<file path="config.mk">
export PLATFORM = sky130hd
export DESIGN_NAME = rv32_wb_port_arbiter
export DESIGN_NICKNAME = d
export VERILOG_FILES = /design/src/rtl/rv32_wb_port_arbiter.sv
export SDC_FILE = /design/constraint.sdc
export NUM_CORES = 1
export LEC_CHECK = 0
export ABC_AREA = 1
export CAP_MARGIN = 20
export CORE_ASPECT_RATIO = 0.7
export CORE_MARGIN = 8
export CORE_UTILIZATION = 41
export CTS_CLUSTER_DIAMETER = 60
export DETAILED_ROUTE_END_ITERATION = 8
export MAX_ROUTING_LAYER = met4
export PLACE_DENSITY = 0.78
export REMOVE_ABC_BUFFERS = 1
export SLEW_MARGIN = 20
export SYNTH_ARGS = -nofsm -noshare
export SYNTH_HDL_FRONTEND = slang
export SYNTH_SLANG_ARGS = --single-unit
export TNS_END_PERCENT = 50
</file>
<file path="constraint.sdc">
create_clock -name clk_i -period 2.5 [get_ports clk_i]
set_input_delay 0.5 -clock clk_i [delete_from_list [all_inputs] [get_ports clk_i]]
set_output_delay 0.5 -clock clk_i [all_outputs]
set_load 0.02 [all_outputs]
</file>
<file path="src/rtl/rv32_wb_port_arbiter.sv">
// -----------------------------------------------------------------------------
// rv32_wb_port_arbiter
//
// Shares the single register-file write port between the in-order pipeline
// writeback stage and out-of-order long-latency completions (mul/div today,
// iterative FPU ops later). Completions that cannot write immediately wait in
// a small in-order queue. The pipeline normally wins the port. A queued head
// that has lost MAX_DEFER arbitrations in a row is forced through, and the
// pipeline is stalled for that cycle.
//
// Parameters
//   QDEPTH     completion queue depth (power of 2, >= 2)
//   MAX_DEFER  arbitrations a non-empty head may lose before it is forced (>= 1)
//
// Ports
//   clk_i, rst_n_i           clock, synchronous active-low reset
//   pipe_we_i/fp_i/rd_i/data_i  pipeline writeback request
//   stall_pipe_o             pipeline request not granted; M/W must hold
//   lc_valid_i/rd_i/data_i   long-latency completion (integer file only)
//   lc_ready_o               completion accepted this cycle
//   rf_we_o, rf_fp_we_o      integer / FP file write enables
//   rf_rd_o, rf_data_o       write address / data (combinational from grant)
//   rs1_d_i, rs2_d_i         decode source registers for the pending check
//   pend_hit_o               a source matches a live queued destination
//   q_count_o                occupied queue entries (live and dead)
//   perf_conflict_o          cycles with pipe_we_i and a non-empty queue
//   perf_stall_o             cycles with stall_pipe_o asserted
//
// Optional feature
//   RV32_WB_ARB_PERF_EN      when defined, the two perf counters are built;
//                            otherwise both perf outputs are tied to zero.
// -----------------------------------------------------------------------------
module rv32_wb_port_arbiter #(
    parameter int QDEPTH    = 2,
    parameter int MAX_DEFER = 4
) (
    input  logic                      clk_i,
    input  logic                      rst_n_i,
    input  logic                      pipe_we_i,
    input  logic                      pipe_fp_i,
    input  logic [4:0]                pipe_rd_i,
    input  logic [31:0]               pipe_data_i,
    output logic                      stall_pipe_o,
    input  logic                      lc_valid_i,
    input  logic [4:0]                lc_rd_i,
    input  logic [31:0]               lc_data_i,
    output logic                      lc_ready_o,
    output logic                      rf_we_o,
    output logic                      rf_fp_we_o,
    output logic [4:0]                rf_rd_o,
    output logic [31:0]               rf_data_o,
    input  logic [4:0]                rs1_d_i,
    input  logic [4:0]                rs2_d_i,
    output logic                      pend_hit_o,
    output logic [$clog2(QDEPTH):0]   q_count_o,
    output logic [31:0]               perf_conflict_o,
    output logic [31:0]               perf_stall_o
);

    localparam int AW = $clog2(QDEPTH);
    localparam int CW = AW + 1;
    localparam int DW = $clog2(MAX_DEFER + 1);
    localparam logic [CW-1:0] QDEPTH_C    = CW'(QDEPTH);
    localparam logic [DW-1:0] MAX_DEFER_C = DW'(MAX_DEFER);

    typedef enum logic [1:0] {
        GRANT_NONE,
        GRANT_HEAD,
        GRANT_PIPE,
        GRANT_BYPASS
    } grant_e;

    // Queue storage; pointers carry one extra bit so full and empty differ.
    logic [QDEPTH-1:0] q_live;
    logic [4:0]        q_rd   [QDEPTH];
    logic [31:0]       q_data [QDEPTH];
    logic [CW-1:0]     wr_ptr;
    logic [CW-1:0]     rd_ptr;
    logic [DW-1:0]     defer;

    logic [CW-1:0] q_count;
    logic          q_empty;
    logic          q_full;
    logic [AW-1:0] head_idx;
    logic [AW-1:0] tail_idx;

    grant_e        grant;
    logic          push;
    logic          pop;
    logic          kill_en;
    logic          stall;
    logic          pend_hit;
    logic          wr_we;
    logic          wr_fp_we;
    logic [4:0]    wr_rd;
    logic [31:0]   wr_data;

    assign q_count  = wr_ptr - rd_ptr;
    assign q_empty  = (q_count == '0);
    assign q_full   = (q_count == QDEPTH_C);
    assign head_idx = rd_ptr[AW-1:0];
    assign tail_idx = wr_ptr[AW-1:0];

    // Grant priority: forced head, pipeline, voluntary head, bypass.
    // NOTE: every signal driven in an always_comb gets a default first, so no
    // path leaves it unassigned and no latch is inferred.
    always_comb begin
        grant = GRANT_NONE;
        if (!q_empty && (defer == MAX_DEFER_C)) begin
            grant = GRANT_HEAD;
        end else if (pipe_we_i) begin
            grant = GRANT_PIPE;
        end else if (!q_empty) begin
            grant = GRANT_HEAD;
        end else if (lc_valid_i) begin
            grant = GRANT_BYPASS;
        end
    end

    assign pop   = (grant == GRANT_HEAD);
    assign stall = pop && pipe_we_i;
    // Readiness uses the registered count only: a same-cycle pop never frees a
    // slot for that cycle's push. Completions to x0 are accepted and dropped.
    assign push  = lc_valid_i && !q_full && (grant != GRANT_BYPASS) && (lc_rd_i != 5'd0);
    // A granted integer pipeline write is younger than anything queued for
    // the same register, so the queued copies must never reach the file.
    assign kill_en = (grant == GRANT_PIPE) && !pipe_fp_i && (pipe_rd_i != 5'd0);

    // Write-port mux.
    always_comb begin
        wr_we    = 1'b0;
        wr_fp_we = 1'b0;
        wr_rd    = 5'd0;
        wr_data  = 32'd0;
        case (grant)
            GRANT_HEAD: begin
                wr_we   = q_live[head_idx];
                wr_rd   = q_rd[head_idx];
                wr_data = q_data[head_idx];
            end
            GRANT_PIPE: begin
                wr_we    = !pipe_fp_i && (pipe_rd_i != 5'd0);
                wr_fp_we = pipe_fp_i;
                wr_rd    = pipe_rd_i;
                wr_data  = pipe_data_i;
            end
            GRANT_BYPASS: begin
                wr_we   = (lc_rd_i != 5'd0);
                wr_rd   = lc_rd_i;
                wr_data = lc_data_i;
            end
            default: ;
        endcase
    end

    // Pending-destination check for decode, including a completion being
    // enqueued this very cycle.
    always_comb begin
        pend_hit = push && ((lc_rd_i == rs1_d_i) || (lc_rd_i == rs2_d_i));
        for (int i = 0; i < QDEPTH; i++) begin
            if (q_live[i] && (q_rd[i] != 5'd0) &&
                ((q_rd[i] == rs1_d_i) || (q_rd[i] == rs2_d_i))) begin
                pend_hit = 1'b1;
            end
        end
    end

    // Control state: pointers, live bits and the defer counter.
    // NOTE: sequential state uses non-blocking assignments so every flop
    // samples the pre-edge values regardless of statement order.
    always_ff @(posedge clk_i) begin
        if (!rst_n_i) begin
            wr_ptr <= '0;
            rd_ptr <= '0;
            defer  <= '0;
            q_live <= '0;
        end else begin
            if (pop) begin
                rd_ptr           <= rd_ptr + 1'b1;
                q_live[head_idx] <= 1'b0;
                defer            <= '0;
            end else if ((grant == GRANT_PIPE) && !q_empty && (defer != MAX_DEFER_C)) begin
                defer <= defer + 1'b1;
            end

            if (kill_en) begin
                for (int i = 0; i < QDEPTH; i++) begin
                    if (q_rd[i] == pipe_rd_i) begin
                        q_live[i] <= 1'b0;
                    end
                end
            end

            // The tail slot is never occupied when pushing, so this set may
            // safely override a kill that matched its stale rd.
            if (push) begin
                wr_ptr           <= wr_ptr + 1'b1;
                q_live[tail_idx] <= 1'b1;
            end
        end
    end

    // NOTE: the rd/data payload is not reset; an entry is only ever observed
    // through its live bit and the pointers, which are reset.
    always_ff @(posedge clk_i) begin
        if (push) begin
            q_rd[tail_idx]   <= lc_rd_i;
            q_data[tail_idx] <= lc_data_i;
        end
    end

    // Outputs are held at their reset values while reset is asserted so that
    // nothing is written to the register file during a reset cycle.
    assign rf_we_o      = rst_n_i && wr_we;
    assign rf_fp_we_o   = rst_n_i && wr_fp_we;
    assign rf_rd_o      = rst_n_i ? wr_rd   : 5'd0;
    assign rf_data_o    = rst_n_i ? wr_data : 32'd0;
    assign stall_pipe_o = rst_n_i && stall;
    assign lc_ready_o   = rst_n_i ? !q_full : 1'b1;
    assign pend_hit_o   = rst_n_i && pend_hit;
    assign q_count_o    = rst_n_i ? q_count : '0;

`ifdef RV32_WB_ARB_PERF_EN
    logic [31:0] perf_conflict;
    logic [31:0] perf_stall;

    always_ff @(posedge clk_i) begin
        if (!rst_n_i) begin
            perf_conflict <= 32'd0;
            perf_stall    <= 32'd0;
        end else begin
            if (pipe_we_i && !q_empty) begin
                perf_conflict <= perf_conflict + 32'd1;
            end
            if (stall) begin
                perf_stall <= perf_stall + 32'd1;
            end
        end
    end

    assign perf_conflict_o = rst_n_i ? perf_conflict : 32'd0;
    assign perf_stall_o    = rst_n_i ? perf_stall    : 32'd0;
`else
    assign perf_conflict_o = 32'd0;
    assign perf_stall_o    = 32'd0;
`endif

endmodule

</file>
# Yosys cells after proc, flatten, opt, wreduce, memory -nomap -nowiden
# Memories as Yosys holds them, arrays and structs flattened. A register that Yosys moved wholly into a read port is not among the register bits.
# Cells that the tools add are included.
# word_totals
mem_bits_rw,74
in_bits,89
n_memories,2
wordCells,98
register_bits,9
# memory_table
memory,depth,word_bits,rd,rd_clocked_by_memory_dff,write_ports,line_no,rtl
q_data,2,32,1,1,1,76,logic [31:0] q_data [QDEPTH];
q_rd,2,5,3,1,1,75,logic [4:0] q_rd [QDEPTH];
# classes
n_addsub,4
n_lt_le_gt_ge,4
bitwise_logic,4
mux,32
n_reduce_logical,33
eq_ne,15
# op_table
cell,count
one-hot mux 32 bit (3 select lines),1
== test 5 bit,8
2-to-1 mux 32 bit,1
logical AND 1 bit,21
nonzero test 5 bit,4
2-to-1 mux 2 bit,9
2-to-1 mux 1 bit,16
one-hot mux 5 bit (3 select lines),1
"== test 2 bit, second input constant",3
2-to-1 mux 5 bit,1
"adder 2 x 1 -> 2 bit, second input constant",2
"< comparator 1 x 2 -> 1 bit, second input constant",2
"adder 3 x 1 -> 3 bit, second input constant",1
"== test 3 bit, second input constant",1
logical NOT 1 bit,3
logical OR 1 bit,3
"inequality test 3 bit, second input constant",1
one-hot mux 1 bit (3 select lines),1
AND 2 bit,1
demux 1 bit (select 1 bit),2
"== test 2 x 1 -> 1 bit, second input constant",1
">= comparator 1 bit, second input constant",2
logical NOT 2 bit,1
"inequality test 2 bit, second input constant",1
other kinds (5),5

# Depth between registers and ports, before layout
# logic_depth
word_depth,12
ltp_mapped,13
depth_no_buf,11

# Worst setup path after synthesis
# No wires, ideal clock.
# synth_timing
kind,reg-to-reg
startpoint,reg wr_ptr[0]
endpoint,"mem q_data[1][0], enable pin"
stages_incl_launch_ff,8
arrival_time_ps,2026
period_less_slack_ps,2418
setup_ps,392
n_path_buf,0
slack_ps,82
cell_sequence,dfxtp_1 > inv_1 > ha_1 > nand4_2 > inv_2 > nor2_1 > nand2_1 > inv_1
# synth_via
elab_chain_len,10
# synth_lines
item,line_no,rtl
from (decl),77,logic [CW-1:0] wr_ptr;
from (signal assigned),197,wr_ptr <= wr_ptr + 1'b1;
subtractor 2 bit,98,assign q_count = wr_ptr - rd_ptr;
logical NOT 2 bit,99,assign q_empty = (q_count == '0);
2-to-1 mux 2 bit / logical NOT 1 bit (equally long branches),"113, 109",
2-to-1 mux 2 bit / logical AND 1 bit (equally long branches),"111, 109",
2-to-1 mux 2 bit,109,if (!q_empty && (defer == MAX_DEFER_C)) begin
inequality test 2 bit,124,assign push = lc_valid_i && !q_full && (grant != GRANT_BYPASS) && (lc_rd_i != 5'd0);
logical AND 1 bit (2 in a row),124,
2-to-1 mux 1 bit,206,if (push) begin
2-to-1 mux 1 bit (implied by the code),208,q_data[tail_idx] <= lc_data_i;
to (decl),76,
# Parallel ways exist; a longest one is shown, timed or not.

# Worst setup path in the final report
# layout_timing
startpoint,reg wr_ptr[0]
endpoint,out rf_fp_we_o
# layout_via
elab_chain_len,8
# layout_lines
item,line_no,rtl
subtractor 2 bit (*),98,
logical NOT 2 bit (*),99,
2-to-1 mux 2 bit / logical NOT 1 bit (equally long branches),"113, 109",
2-to-1 mux 2 bit / logical AND 1 bit (equally long branches),"111, 109",
2-to-1 mux 2 bit (*),109,
== test 2 bit (*),135,case (grant)
2-to-1 mux 1 bit (*),135,
logical AND 1 bit (*),215,assign rf_fp_we_o = rst_n_i && wr_fp_we;
to (decl),49,"output logic rf_fp_we_o,"
# Mark *: on every way between the ends. The rest lies on a longest branch, timed or not.

==> impl_metrics.toml <==
[status]
status = "finished clean"

[final_layout]
nNetsFinal = 912
n_antenna_cell = 0
areaGrowthSynthToFinish_pct = 39.9
finalNonFillerCells = 991
stdcell_area_um2 = 7500
layout-drive-gt1-share_pct = 19.2

[cts]
htreeDepth = 3
clockBufferDepth = 2
path_clk_slew_ns = 0.06
cts_sinks = 84
insertion_delay_ns = 0.34
clock-root-buffer = "clkbuf_16"
cts_tree = "done"
cts_made_buffers = 9

[power]
leakagePower_uw = 0.00357
finalPower_uw = 4690
peakVddDrop_mv = 0.413
p_per_area_nw_per_um2 = 626

[hold_path]
hp-class = "reg2reg"

[route]
drtIter0Drc = 311
viasPerCell = 4.60
detail-route-antenna-nets = 0
drtPass1Iterations = 5
routed_wirelength_um = 15600
wl_per_cell_um = 15.7
drc_errors = 0
num_vias = 4554

[floorplanning]
io_pins = 197
core_area_um2 = 13000
die_area_um2 = 17000
row_count = 35
initial_core_util_pct = 41.3
fp.dieW_um = 153
die_h_um = 112

[sta]
hold_slack_ns = 0.449
min_period_ns = 2.44
drv_slew = 0
setup_viol = 0
hold_viol = 0
tns_ns = 0
finClkSkew_ns = 0.00529
fin_crit_sh_pct = 97.7
clock.fmax_mhz = 409
rsz0062_at_grt = "yes"

[global_route]
grt_max_degree = 31
grt_pass1_vias = 4539
grtUsageTotal_pct = 17.8
grt_pass1_wl_um = 23800
grt_overflow = 0
antenna_found_initial = 0

[setup_path]
critPathKind = "reg2out"
cp_max_fo = 4
arrival_ns = 1.94
endpoint_kind = "primary output"
required_ns = 2.00
startpoint_type = "flop"

[run]
drv_cap = 0

[place]
dp.cells = 966
dp_hpwl_um = 11400
place.gp.congestion = 0.971
postPlaceCellArea_um2 = 7040
port_buffers = 132

[synthesis]
synth.distinct_cells = 26
synth_seq_cells = 84
ys_seq_area_share_pct = 45.2
syn_area_per_cell_um2 = 8.43
netlist_instances = 636
synth_warnings = 0
synth_area_um2 = 5360
-- layout make-up --
class,count,area [um2]
fillers,1136,5470
flip-flops and latches,84,2430
multi-input cells,444,2340
repair buffers,195,1890
inverters,86,340
clock buffers,9,225
well taps,166,208
clock inverters,7,63.8
-- cells in the mapped netlist --
master	n	area share (%)
a21oi_1	9	0.84
o21ai_0	11	1.0
nand2_2	3	0.35
clkbuf_1	4	0.28
conb_1	1	0.070
xor2_1	3	0.49
o211ai_1	31	4.3
nand2_4	4	0.84
buf_1	3	0.21
buf_2	10	0.93
o211ai_2	6	1.4
nand3_1	18	1.7
nor2_1	31	2.2
buf_6	2	0.42
mux2i_1	32	6.0
inv_2	2	0.14
inv_1	84	5.9
nand4_1	3	0.35
xnor2_1	15	2.5
ha_1	3	0.70
dfxtp_1	10	3.7
nand4_2	1	0.23
nor3_1	2	0.19
nand2_1	208	15
edfxtp_1	74	41
buf_4	66	9.2
-- sequential cells by signal, indices dropped and copies added (netlist names), named ones only --
signal,flops
rd_ptr,2
q_live,2
q_data,64
wr_ptr,2
q_rd,10
defer,3
-- layout by cell type (no fill, tap or decap), drive strengths merged, types with 2 or more instances in the layout --
cell type	n
nand3	18
ha	3
o211ai	37
nand2	215
o21ai	11
xor2	3
dlygate4sd2	2
nand4	4
clkbuf	13
buf	99
nor2	31
clkdlybuf4s50	82
mux2i	32
clkinv	2
dfxtp	10
a21oi	9
dlymetal6s2s	7
conb	64
inv	90
edfxtp	74
nor3	2
xnor2	15
-- cell families after synthesis --
kind of cell | after synthesis | synth area share (%)
fa+ha+maj | 3 | 0.701
buf+inv | 171 | 17.1
mux | 32 | 5.98
compound gates | 57 | 7.61
flops | 84 | 45.2
other cells | 1 | 0.0700
simple gates | 270 | 20.4
xor+xnor | 18 | 2.94
-- metrics by stage --
step / util, % / setup WS, ns
2_1_floorplan: - / -0.0718
3_3_place_gp: 54.3 / -0.471
3_5_place_dp: 54.3 / -0.478
4_1_cts: 55.3 / -0.0445
5_1_grt: 57.8 / -0.0610
6_report: 57.8 / 0.0568
-- report_power, final --
group	internal, uW	switching [uW]	total, uW
clock network	699	596	1300
registers	1690	60.2	1750
logic	724	922	1650
-- worst max-delay path: stages, from the launching register on --
cell and delay, ns:
dfxtp_2 0.33, inv_2 0.05, ha_4 0.31, nand2_4 0.07, nand2_4 0.10, nand2_8 0.08, buf_4 0.15, nor3_1 0.21
clkdlybuf4s15_2 0.31
-- path summary, 6_finish.rpt --
check	startpoint	endpoint	slack, ns	cells past startpoint
hold / removal	rd_ptr[1]	rd_ptr[1]	0.45	1
setup / recovery	wr_ptr[0]	rf_fp_we_o	0.06	8
setup reg to reg	wr_ptr[0]	q_data[0][29]	0.46	10
hold reg to reg	rd_ptr[1]	rd_ptr[1]	0.45	1
-- timing repair --
item,4_1_cts,5_1_grt
resized for setup,167,70
setup buffers,0,5
pin swaps,0,16
gates cloned,0,4
hold buffers,0,0
hold endpoints to repair,0,0
endpoints found under the setup margin,42,41
-- metal layers --
| metal | track usage (%) | vias up | routed length (um) |
|---|---|---|---|
| li1 | - | 2285 | - |
| met1 | 23.3 | 2090 | 7300 |
| met2 | 26.9 | 166 | 7030 |
| met3 | 5.38 | 13 | 1140 |
| met4 | 3.61 | 0 | 106 |
| met5 | - | - | 0 |
Power figures use the tool's default switching activity.
==> variant (same settings) <==
Build with the macro `RV32_WB_ARB_PERF_EN` defined.
--- a/src/rtl/rv32_wb_port_arbiter.sv
+++ b/src/rtl/rv32_wb_port_arbiter.sv
@@ -30,6 +30,8 @@
 //   RV32_WB_ARB_PERF_EN      when defined, the two perf counters are built;
 //                            otherwise both perf outputs are tied to zero.
 // -----------------------------------------------------------------------------
+`define RV32_WB_ARB_PERF_EN
+
 module rv32_wb_port_arbiter #(
     parameter int QDEPTH    = 2,
     parameter int MAX_DEFER = 4
Function: changed (Yosys sat finds a counterexample within 4 cycles, from zero or initial values and one cycle with rst_n_i low).
==> variant against the unedited design <==
  * The run now ends with setup timing left
  * Critical path depth grew 5
  * Synthesized cell count rose by 110%
  * Sequential share of layout area shrank 3.6 points
  * Sequential power up 59%
  * Wire length is 78% higher
  * Clock power increased by 99%
  * Area after synthesis up 71%
  * Final area up 72%
  * Power increased by 51%
  * Worst setup slack got worse by 0.087 ns
  * Sequential cell count grew 64
  * Combinational power up 5%
  * Largest power group unchanged
==> variant: results (changes against the unedited design) <==
| Metric | Value |
|---|---|
| First-pass GRT wire length | `43.7 mm (was 23.8 mm)` |
| Hold slack | `0.479 ns (was 0.449 ns)` |
| Synthesized area per cell | `6.77 um^2 (was 8.43 um^2)` |
| Final RePlAce weighted congestion | `0.932 (was 0.971)` |
| First DRT Iteration DRCs | `868 (was 311)` |
| Layout Skew | `0.0138 ns (was 0.00529 ns)` |
| Port Buffer Count | `196 (was 132)` |
| Wire length on met3 | `1.60 mm (was 1.14 mm)` |
| Worst hold stages | `2 (was 1)` |
| Clock latency on the worst-skew pair | `0.43 ns (was 0.34 ns)` |
| CTS H-tree depth | `4 (was 3)` |
| Layout Nets | `1695 (was 912)` |
| Largest net degree at the start of global routing | `43 (was 31)` |
| Hold Crit Endpoint | `defer[1]$_SDFFE_PP0P_ (was rd_ptr[1]$_SDFFE_PN0P_)` |
| Top cells by area, synth | `edfxtp_1 (24%), nand2_1 (21%), dfxtp_1 (16%) (was edfxtp_1 (41%), nand2_1 (15%), buf_4 (9.2%))` |
| Placed wire-length estimate | `19.8 mm (was 11.4 mm)` |
| Non-filler instance count after layout | `1896 (was 991)` |
| Outcome | `finished, violations left (was complete, no violations)` |
| Post-synth EDFFs | `74 (unchanged)` |
| Final setup fails | `8 (was 0)` |
| Top cells by count, synth | `nand2_1 (511), inv_1 (207), nor2_1 (152) (was nand2_1 (208), inv_1 (84), edfxtp_1 (74))` |
| Die W | `195 um (was 153 um)` |
| Post-Place Setup Slack | `-0.393 ns (was -0.478 ns)` |
| RR Endpoint | `q_data[0][10]$_DFFE_PP_ (was q_data[0][29]$_DFFE_PP_)` |
| Vias | `9216 (was 4554)` |
| Num CTS Buffers | `17 (was 9)` |
| Filler instances | `1975 (was 1136)` |
| Failing checks | `setup timing` |
| Seq/Total Area, Yosys | `40.3% (was 45.2%)` |
| Switching Fraction | `31.4% (was 33.7%)` |
| Arrival time worst endpoint | `2.03 ns (was 1.94 ns)` |
| R2r setup slk | `0.48 ns (was 0.46 ns)` |
| Met1 WL | `13.4 mm (was 7.30 mm)` |
| Setup WS post-layout | `-0.0297 ns (was 0.0568 ns)` |
| # placed instances | `1850 (was 966)` |
| Worst-path fanout max | `8 (was 4)` |
| Total GRT Usage | `19.8% (was 17.8%)` |
| Setup tns final | `-0.119 ns (was 0 ns)` |
| DR WL met2 | `12.4 mm (was 7.03 mm)` |
| Hold path startpoint | `defer[1]$_SDFFE_PP0P_ (was rd_ptr[1]$_SDFFE_PN0P_)` |
| Max VDD drop | `538 uV (was 413 uV)` |
## variant: cell count changes after synthesis, sizes merged, moves of 15 or more
cell and delta:
mux2i -32, clkbuf +18, nor2 +132, a21oi +35
dfxtp +64, o211ai -32, nand2 +304, o21ai +15
mux2 +32, nand3 +62, inv +131, buf -63
## variant: critical path, cell delays in order (launching register included)
cell,delay (ns)
dfxtp_2,0.34
inv_2,0.06
ha_4,0.28
nand2_4,0.08
nand2_4,0.07
nand2_4,0.06
inv_4,0.06
buf_8,0.12
buf_16,0.14
nand2_1,0.06
nand3_1,0.07
nand2_1,0.06
inv_1,0.07
buf_6,0.11
## variant: cells by family after synthesis
kind of cell               share of synthesized area, %
AOI/OAI and AO/OA                                  5.02
xor gates and xnor gates                           2.39
adders and majority gates                         0.681
buffers and inverters                              11.0
DFF                                                40.3
muxes                                              3.93
and+or+nand+nor                                    36.6
## variant: power groups by stage
stage               Sequential [mW]  Clock (mW)  Combinational [mW]
finish                         2.78        2.59                1.73
global route                   2.79        2.74                1.89
CTS                            2.78        2.63                1.65
detailed placement             2.83           0                1.57
global placement               2.82           0                1.55
floorplan                      2.84           0               0.768
## variant: through the flow
| stage | instance area [um^2] | total power [mW] |
|---|---|---|
| floorplan | 8990 | 3.61 |
| global placement | 11900 | 4.37 |
| detailed placement | 11900 | 4.40 |
| CTS | 12700 | 7.05 |
| global route | 12900 | 7.42 |
| finish | 12900 | 7.10 |
## variant: layer usage
metal  vias to the layer above  global-route usage [%]
met4                         0                    3.90
met3                        16                    3.69
met1                      4196                    26.8
met5                         -                       -
met2                       319                    30.9
li1                       4685                       -
## variant: how the worst max path moves through the flow
stage / to / start
2_1_floorplan: q_data[1][0]$_DFFE_PP_ / wr_ptr[0]$_SDFFE_PN0N_
3_3_place_gp: pend_hit_o / lc_rd_i[0]
3_5_place_dp: rf_data_o[23] / pipe_we_i
4_1_cts: pend_hit_o / pipe_we_i
5_1_grt: rf_data_o[22] / wr_ptr[0]$_SDFFE_PN0N_
6_report: rf_data_o[18] / wr_ptr[0]$_SDFFE_PN0N_
## variant: cell type report
type / instances / area (um^2) / share of cell area, %
flip-flops and latches: 148 / 3710 / 28.8
inverters: 218 / 826 / 6.41
well taps: 282 / 353 / 2.74
clock buffers: 17 / 425 / 3.30
clock inverters: 15 / 181 / 1.41
repair buffers: 267 / 2770 / 21.5
multi-input cells: 949 / 4610 / 35.8
## variant: repair_timing
action,CTS,global route
hold endpoints to repair,0,0
resized for setup,256,46
gates cloned,3,2
setup endpoints to repair,43,42
setup buffers,6,4
pin swaps,4,3
